## src/rtl/uart_lite_pkg.sv

```systemverilog
// Shared definitions for the UART Lite sequencer: native register map, STAT/CTRL bit
// positions and the controller state encoding.
package uart_lite_pkg;

   localparam logic [3:0] ADDR_RX   = 4'h0;
   localparam logic [3:0] ADDR_TX   = 4'h4;
   localparam logic [3:0] ADDR_STAT = 4'h8;
   localparam logic [3:0] ADDR_CTRL = 4'hC;

   localparam int STAT_RX_VALID = 0;
   localparam int STAT_TX_FULL  = 3;
   localparam int STAT_OVERRUN  = 5;
   localparam int STAT_PARITY   = 7;

   localparam int CTRL_RST_TX = 0;
   localparam int CTRL_RST_RX = 1;

   // Flush both UART FIFOs, leave interrupts disabled
   localparam logic [31:0] CTRL_INIT = (32'd1 << CTRL_RST_TX) | (32'd1 << CTRL_RST_RX);

   typedef enum logic [2:0] {
      ST_INIT,
      ST_POLL,
      ST_RD_RX,
      ST_WR_TX,
      ST_GAP
   } state_e;

endpackage

```

## src/rtl/sync_fifo.sv

```systemverilog
// Small synchronous FIFO used as the local RX byte buffer; DEPTH must be a power of two
// so the pointers wrap naturally.
module sync_fifo #(
   parameter int WIDTH = 8,
   parameter int DEPTH = 4
) (
   input  logic             clk_i,
   input  logic             rst_i,
   input  logic             push_i,
   input  logic [WIDTH-1:0] data_i,
   input  logic             pop_i,
   output logic [WIDTH-1:0] data_o,
   output logic             empty_o,
   output logic             full_o
);

   localparam int AW = $clog2(DEPTH);

   logic [WIDTH-1:0] mem_q [DEPTH];
   logic [AW-1:0]    wr_ptr_q;
   logic [AW-1:0]    rd_ptr_q;
   logic [AW:0]      count_q;
   logic             do_push;
   logic             do_pop;

   assign empty_o = (count_q == '0);
   assign full_o  = (count_q == (AW+1)'(DEPTH));
   assign do_pop  = pop_i && !empty_o;
   // A pop in the same cycle frees the slot, so a push into a full FIFO is still taken
   assign do_push = push_i && (!full_o || pop_i);
   assign data_o  = mem_q[rd_ptr_q];

   always_ff @(posedge clk_i) begin
      if (do_push) begin
         mem_q[wr_ptr_q] <= data_i;
      end
   end

   always_ff @(posedge clk_i) begin
      if (rst_i) begin
         wr_ptr_q <= '0;
         rd_ptr_q <= '0;
         count_q  <= '0;
      end else begin
         if (do_push) begin
            wr_ptr_q <= wr_ptr_q + 1'b1;
         end
         if (do_pop) begin
            rd_ptr_q <= rd_ptr_q + 1'b1;
         end
         case ({do_push, do_pop})
            2'b10:   count_q <= count_q + 1'b1;
            2'b01:   count_q <= count_q - 1'b1;
            default: count_q <= count_q;
         endcase
      end
   end

endmodule

```

## src/rtl/uart_lite_ctrl.sv

```systemverilog
// Sequencer in front of the UART Lite native register port: pushes user bytes into TX,
// drains RX into a local FIFO by polling STAT, and keeps sticky error flags.
module uart_lite_ctrl
   import uart_lite_pkg::*;
#(
   parameter int POLL_GAP = 4,
   parameter int TIMEOUT  = 1024,
   parameter int RX_DEPTH = 4
) (
   input  logic        clk_i,
   input  logic        rst_i,
   input  logic        tx_valid_i,
   input  logic [7:0]  tx_data_i,
   output logic        tx_ready_o,
   output logic        rx_valid_o,
   output logic [7:0]  rx_data_o,
   input  logic        rx_ready_i,
   output logic [5:0]  status_o,
   input  logic        clear_i,
   output logic        wr_valid_o,
   output logic [3:0]  wr_addr_o,
   output logic [31:0] wr_data_o,
   input  logic        wr_ready_i,
   input  logic        wr_err_i,
   output logic [3:0]  rd_addr_o,
   output logic        rd_ready_o,
   input  logic        rd_valid_i,
   input  logic [31:0] rd_data_i,
   input  logic        rd_err_i
);

   localparam int TW = $clog2(TIMEOUT + 1);
   localparam int GW = (POLL_GAP > 1) ? $clog2(POLL_GAP) : 1;
   localparam logic [TW-1:0] TO_MAX   = TW'(TIMEOUT);
   localparam logic [GW-1:0] GAP_LAST = GW'((POLL_GAP > 0) ? POLL_GAP - 1 : 0);

   state_e        state_q;
   logic          wr_valid_q;
   logic [3:0]    wr_addr_q;
   logic [31:0]   wr_data_q;
   logic          rd_ready_q;
   logic [3:0]    rd_addr_q;
   logic [7:0]    hold_q;
   logic          hold_full_q;
   logic          last_rx_q;
   logic [TW-1:0] to_cnt_q;
   logic [GW-1:0] gap_cnt_q;
   logic [5:0]    status_q;
   logic [5:0]    status_d;
   logic [5:0]    status_set;

   logic       wr_done;
   logic       rd_done;
   logic       outstanding;
   logic       stat_ok;
   logic       rx_ok;
   logic       tx_ok;
   logic       tx_accept;
   logic       fifo_push;
   logic       fifo_pop;
   logic       fifo_empty;
   logic       fifo_full;
   logic [7:0] fifo_dout;
   logic       unused_rd_bits;

   assign wr_done     = wr_valid_q && wr_ready_i;
   assign rd_done     = rd_ready_q && rd_valid_i;
   assign outstanding = wr_valid_q || rd_ready_q;
   // An errored STAT read carries no trustworthy flags, so it is treated as "nothing to do"
   assign stat_ok     = rd_done && !rd_err_i && (state_q == ST_POLL);
   assign rx_ok       = stat_ok && rd_data_i[STAT_RX_VALID] && !fifo_full;
   assign tx_ok       = stat_ok && hold_full_q && !rd_data_i[STAT_TX_FULL];
   assign tx_ready_o  = !hold_full_q && (state_q != ST_INIT);
   assign tx_accept   = tx_valid_i && tx_ready_o;
   assign fifo_push   = rd_done && !rd_err_i && (state_q == ST_RD_RX);
   assign fifo_pop    = !fifo_empty && rx_ready_i;

   assign unused_rd_bits = ^rd_data_i[31:8];

   always_comb begin
      status_set = '0;
      if (stat_ok) begin
         status_set[2:0] = rd_data_i[STAT_PARITY:STAT_OVERRUN];
      end
      status_set[3] = wr_done && wr_err_i;
      status_set[4] = rd_done && rd_err_i;
      status_set[5] = outstanding && (to_cnt_q == TO_MAX);
      status_d = (clear_i ? 6'b0 : status_q) | status_set;
   end

   // One request at a time: each state raises its request on entry and leaves on completion
   always_ff @(posedge clk_i) begin
      if (rst_i) begin
         state_q     <= ST_INIT;
         wr_valid_q  <= 1'b0;
         wr_addr_q   <= '0;
         wr_data_q   <= '0;
         rd_ready_q  <= 1'b0;
         rd_addr_q   <= '0;
         hold_q      <= '0;
         hold_full_q <= 1'b0;
         last_rx_q   <= 1'b0;
         to_cnt_q    <= '0;
         gap_cnt_q   <= '0;
         status_q    <= '0;
      end else begin
         status_q <= status_d;
         if (outstanding && (to_cnt_q != TO_MAX)) begin
            to_cnt_q <= to_cnt_q + 1'b1;
         end
         if (tx_accept) begin
            hold_q      <= tx_data_i;
            hold_full_q <= 1'b1;
         end
         unique case (state_q)
            ST_INIT: begin
               if (!wr_valid_q) begin
                  wr_valid_q <= 1'b1;
                  wr_addr_q  <= ADDR_CTRL;
                  wr_data_q  <= CTRL_INIT;
                  to_cnt_q   <= '0;
               end else if (wr_ready_i) begin
                  wr_valid_q <= 1'b0;
                  state_q    <= ST_POLL;
               end
            end
            ST_POLL: begin
               if (!rd_ready_q) begin
                  rd_ready_q <= 1'b1;
                  rd_addr_q  <= ADDR_STAT;
                  to_cnt_q   <= '0;
               end else if (rd_valid_i) begin
                  rd_ready_q <= 1'b0;
                  if (rx_ok && (!tx_ok || !last_rx_q)) begin
                     state_q   <= ST_RD_RX;
                     last_rx_q <= 1'b1;
                  end else if (tx_ok) begin
                     state_q   <= ST_WR_TX;
                     last_rx_q <= 1'b0;
                  end else begin
                     state_q   <= ST_GAP;
                     gap_cnt_q <= '0;
                  end
               end
            end
            ST_RD_RX: begin
               if (!rd_ready_q) begin
                  rd_ready_q <= 1'b1;
                  rd_addr_q  <= ADDR_RX;
                  to_cnt_q   <= '0;
               end else if (rd_valid_i) begin
                  rd_ready_q <= 1'b0;
                  state_q    <= ST_POLL;
               end
            end
            ST_WR_TX: begin
               if (!wr_valid_q) begin
                  wr_valid_q <= 1'b1;
                  wr_addr_q  <= ADDR_TX;
                  wr_data_q  <= {24'h0, hold_q};
                  to_cnt_q   <= '0;
               end else if (wr_ready_i) begin
                  wr_valid_q  <= 1'b0;
                  hold_full_q <= 1'b0;
                  state_q     <= ST_POLL;
               end
            end
            ST_GAP: begin
               if (gap_cnt_q == GAP_LAST) begin
                  state_q <= ST_POLL;
               end else begin
                  gap_cnt_q <= gap_cnt_q + 1'b1;
               end
            end
            default: state_q <= ST_INIT;
         endcase
      end
   end

   sync_fifo #(
      .WIDTH (8),
      .DEPTH (RX_DEPTH)
   ) u_rx_fifo (
      .clk_i   (clk_i),
      .rst_i   (rst_i),
      .push_i  (fifo_push),
      .data_i  (rd_data_i[7:0]),
      .pop_i   (fifo_pop),
      .data_o  (fifo_dout),
      .empty_o (fifo_empty),
      .full_o  (fifo_full)
   );

   assign rx_valid_o = !fifo_empty;
   assign rx_data_o  = fifo_dout;
   assign status_o   = status_q;
   assign wr_valid_o = wr_valid_q;
   assign wr_addr_o  = wr_addr_q;
   assign wr_data_o  = wr_data_q;
   assign rd_ready_o = rd_ready_q;
   assign rd_addr_o  = rd_addr_q;

endmodule

```

## config.mk

```make
export PLATFORM = sky130hd
export DESIGN_NAME = uart_lite_ctrl
export DESIGN_NICKNAME = d
export VERILOG_FILES = /design/src/rtl/uart_lite_pkg.sv /design/src/rtl/sync_fifo.sv /design/src/rtl/uart_lite_ctrl.sv
export SDC_FILE = /design/constraint.sdc
export NUM_CORES = 1
export LEC_CHECK = 0
export ABC_AREA = 1
export BUFFER_PORTS_ARGS = -buffer_cell sky130_fd_sc_hd__buf_2
export CORE_ASPECT_RATIO = 0.75
export CORE_MARGIN = 10
export CORE_UTILIZATION = 49
export CTS_CLUSTER_DIAMETER = 80
export CTS_CLUSTER_SIZE = 30
export DETAILED_ROUTE_END_ITERATION = 8
export PLACE_DENSITY_LB_ADDON = 0.25
export SLEW_MARGIN = 20
export SYNTH_ARGS = -nofsm -noshare
export SYNTH_HDL_FRONTEND = slang
export SYNTH_SLANG_ARGS = --single-unit
```

## constraint.sdc

```tcl
create_clock -name clk_i -period 2.5 [get_ports clk_i]
set_input_delay 0.5 -clock clk_i [delete_from_list [all_inputs] [get_ports clk_i]]
set_output_delay 0.5 -clock clk_i [all_outputs]
set_load 0.01 [all_outputs]
```

==> summary.md <==
| Metric | Value |
|---|---|
| Met3 wire length | around 620 um |
| Vias in the first global route | approximately 2800 |
| CP Data Required Time | approximately 2.7 ns |
| Core area | around 7500 um2 |
| Share of cells above drive strength 1 | 21.33% |
| Cell Int Power | 2.177 mW |
| Placed cell area | approximately 4200 um2 |
| Vias per cell | approximately 4.9 |
| Share of the synthesized area in the top cell type | 28.03% |
| Commonest cells in the netlist | 72 x nand2_1, 54 x dfxtp_1, 44 x nor2_1, 41 x a21oi_1, 41 x inv_1 |
| Cts hold-fix bufs | 0 |
| GRT overflow | 0 |
| Initial Util | between 50% and 60% |
| Fmax | 0.4588 GHz |
| Area contributors post-synth | dfxtp_1 28%, edfxtp_1 25%, nand2_1 7.0% |
| Post-route cell area | ~4300 um2 |
| CTS tree | yes |
| Post-synthesis cell type count | 32 |
| Met2 Wirelength | about 3.7 mm |
| Net Sw Frac | about a third |
| Synth area leader | dfxtp_1 |
| H-tree levels | 3 |
| Crit path kind | flip-flop to flip-flop |
| Initial antenna violation count | 0 |
| WL met1 | between 3 and 4 mm |
| I/O Pins | between 100 and 150 |
| Warnings, synthesis | 0 |
| Post-Syn Area | between 3000 and 4000 um2 |
| Clock insertion delay at the later pin of the skew report | ~0.35 ns |
| Cells after Synth | 429 |
| Final hold violation count | 0 |
| Final net count | 550 |
| Max Slew Vio Count | 0 |
| Worst min-delay path class | input pin to flip-flop |
| Status | finished clean |
| P_leak | ~1.8 nW |
| Clock power share | a little over a quarter |
| Die H | 96.83 um |
| Layout fillers | 699 |
| Mapped Avg Cell Area | 8.989 um2 |
| DRT Pass-1 Iters | 4 |
| DIE AREA | approximately 12000 um2 |
| Critical Path AT | between 2 and 2.5 ns |
| WL per Instance | 13.64 um |
| CTS resizes | 0 |
| Cts bufs inserted | 9 |
| Pwr per Cell Area | 763.9 nW/um2 |
| Port Buf Inserts | 53 |
| P&R area growth vs syn | 12.26% |
| Critical Path Start Type | flip-flop |
| Post-synthesis sequential area ratio | 52.95% |
| Clk_skew | approximately 0.0072 ns |
| Psw | 1.130 mW |
| Maxcap violations | 0 |
| Final core utilization | just under 60% |
| GRT Util Overall | 13.95% |
| Top sig layer | met4 |
| Main synth FF type | dfxtp_1 |
| Setup_tns | 0 ns |
| Die Wd | 122.4 um |
| Drt drc | 0 |
| Max FO, Critical Path | 8 |
| Antenna diode count | 0 |
| Row cnt | 27 |
| Total wire length | slightly above 8 mm |
| Antenna Nets Post-Route | 0 |
| Post-detail-place hpwl | slightly above 6 mm |
| RePlAce Congestion | between 0.7 and 0.8 |
| Iteration-0 DRC count of the detailed router | between 150 and 200 |
| CTS clk-pin slew, worst paths | ~0.090 ns |
| Sequential Power Share | 50.0% |
| RSZ-0062 raised after global routing | false |
| VDD IR-drop max | between 0.4 and 0.5 mV |
| Count leader, synth | nand2_1 |
| Clock Sink Count | 86 |
| First-pass GRT wire length | ~14 mm |
| Register bit total from synthesis | 86 |
| Post-CTS Setup Repair Bufs | 0 |
| Post-synth EDFFs | 32 |
| Fin crit period | approximately 2.2 ns |
| Vias | between 2000 and 3000 |
| Max clock buf depth | 2 |
| Post-synth ARST share | 0% |
| Clock root cell | clkbuf_8 |
| Pwr Total | between 3 and 4 mW |
| Setup violators final | 0 |
| Largest net degree at the start of global routing | 33 |
| WHS | ~0.36 ns |
| Crit share post-route | approximately 87% |
| Worst setup EP type | flip-flop |
| Gate power share | 23.7% |
-- sequential cells by signal (all words and copies together) (netlist names), named ones only --
| register | flops |
|---|---|
| u_rx_fifo.mem_q | 32 |
| to_cnt_q | 11 |
| hold_q | 8 |
| wr_data_o | 8 |
| status_o | 6 |
| state_q | 3 |
| u_rx_fifo.count_q | 3 |
| gap_cnt_q | 2 |
| u_rx_fifo.rd_ptr_q | 2 |
| u_rx_fifo.wr_ptr_q | 2 |
| wr_addr_o | 2 |
| hold_full_q | 1 |
| last_rx_q | 1 |
| rd_addr_o | 1 |
| rd_ready_o | 1 |
| wr_valid_o | 1 |
-- worst paths after layout --
check                             startpoint                     to  slack, ns  depth (start not counted)
worst max-delay path              state_q[0]   u_rx_fifo.count_q[2]       0.32                         11
worst min-delay path            rd_data_i[1]  u_rx_fifo.mem_q[3][1]       0.36                          1
worst max register to register    state_q[0]   u_rx_fifo.count_q[2]       0.32                         11
worst min register to register   status_o[3]            status_o[3]       0.46                          2
-- final cells by class --
type	count	area, um2	share of cell area, %
Clock buffer	9	123.9	2.861
Clock inverter	7	47.55	1.098
Inverter	44	167.7	3.873
Multi-Input combinational cell	292	1511	34.91
Sequential cell	86	2042	47.17
Tap cell	101	126.4	2.919
Timing Repair Buffer	59	310.3	7.168
-- critical path: stages, from the launching register on --
cell     delay [ns]
dfxtp_1        0.45
inv_1          0.09
nand3_1        0.17
nor2_1         0.10
o21ai_2        0.15
ha_1           0.21
inv_1          0.07
fa_1           0.37
a21oi_1        0.14
o21ai_0        0.10
o21ai_0        0.17
a21oi_1        0.05
-- logic make-up (layout without fill, tap and decap cells) --
kind of cell               count (synthesis)  after routing  synth area share (%)
xor gates and xnor gates                   3              3                0.6815
adders and majority gates                  9              9                 3.115
DFF                                       86             86                 52.95
other                                      1             29               0.09725
buffers and inverters                     79            119                 10.58
and+or+nand+nor                          161            161                 19.53
AOI/OAI and AO/OA                         90             90                 13.04
-- metrics by stage --
stage | setup slack (ns) | instances
6_report | 0.3206 | 598
5_1_grt | 0.1155 | 598
4_1_cts | 0.3150 | 598
3_5_place_dp | 0.1729 | 582
3_3_place_gp | 0.2144 | 582
2_1_floorplan | 0.4671 | 457
-- routing by layer --
layer | GRT usage [%] | up-vias
li1 | - | 1493
met1 | 17.53 | 1329
met2 | 21.80 | 72
met3 | 4.983 | 8
met4 | 4.309 | 0
met5 | 0 | -
-- layout by cell type (no fill, tap or decap), types with 2 or more instances in the layout --
cell type and instances:
nor2_2 4, inv_6 3, nand2_2 4, buf_4 6
inv_2 2, nand2_1 72, nand3_1 18, xor2_1 3
a21oi_2 5, nor2_1 44, ha_1 8, conb_1 29
a211oi_1 2, nor2_4 2, o21ai_2 4, a21oi_1 41
o22ai_1 10, edfxtp_1 32, clkbuf_8 9, inv_1 41
o21ai_0 27, nand4_1 3, buf_2 53, clkinv_1 2
dfxtp_1 54, nand3_2 6, nand2_4 3
-- power groups by stage --
stage	clock (mW)	sequential, mW	combinational (mW)
floorplan	0	1.69	0.589
global placement	0	1.68	0.766
detailed placement	0	1.68	0.792
CTS	0.892	1.65	0.794
global route	0.952	1.67	0.902
finish	0.869	1.65	0.785
Note: power is estimated with default switching activity, not from simulation.
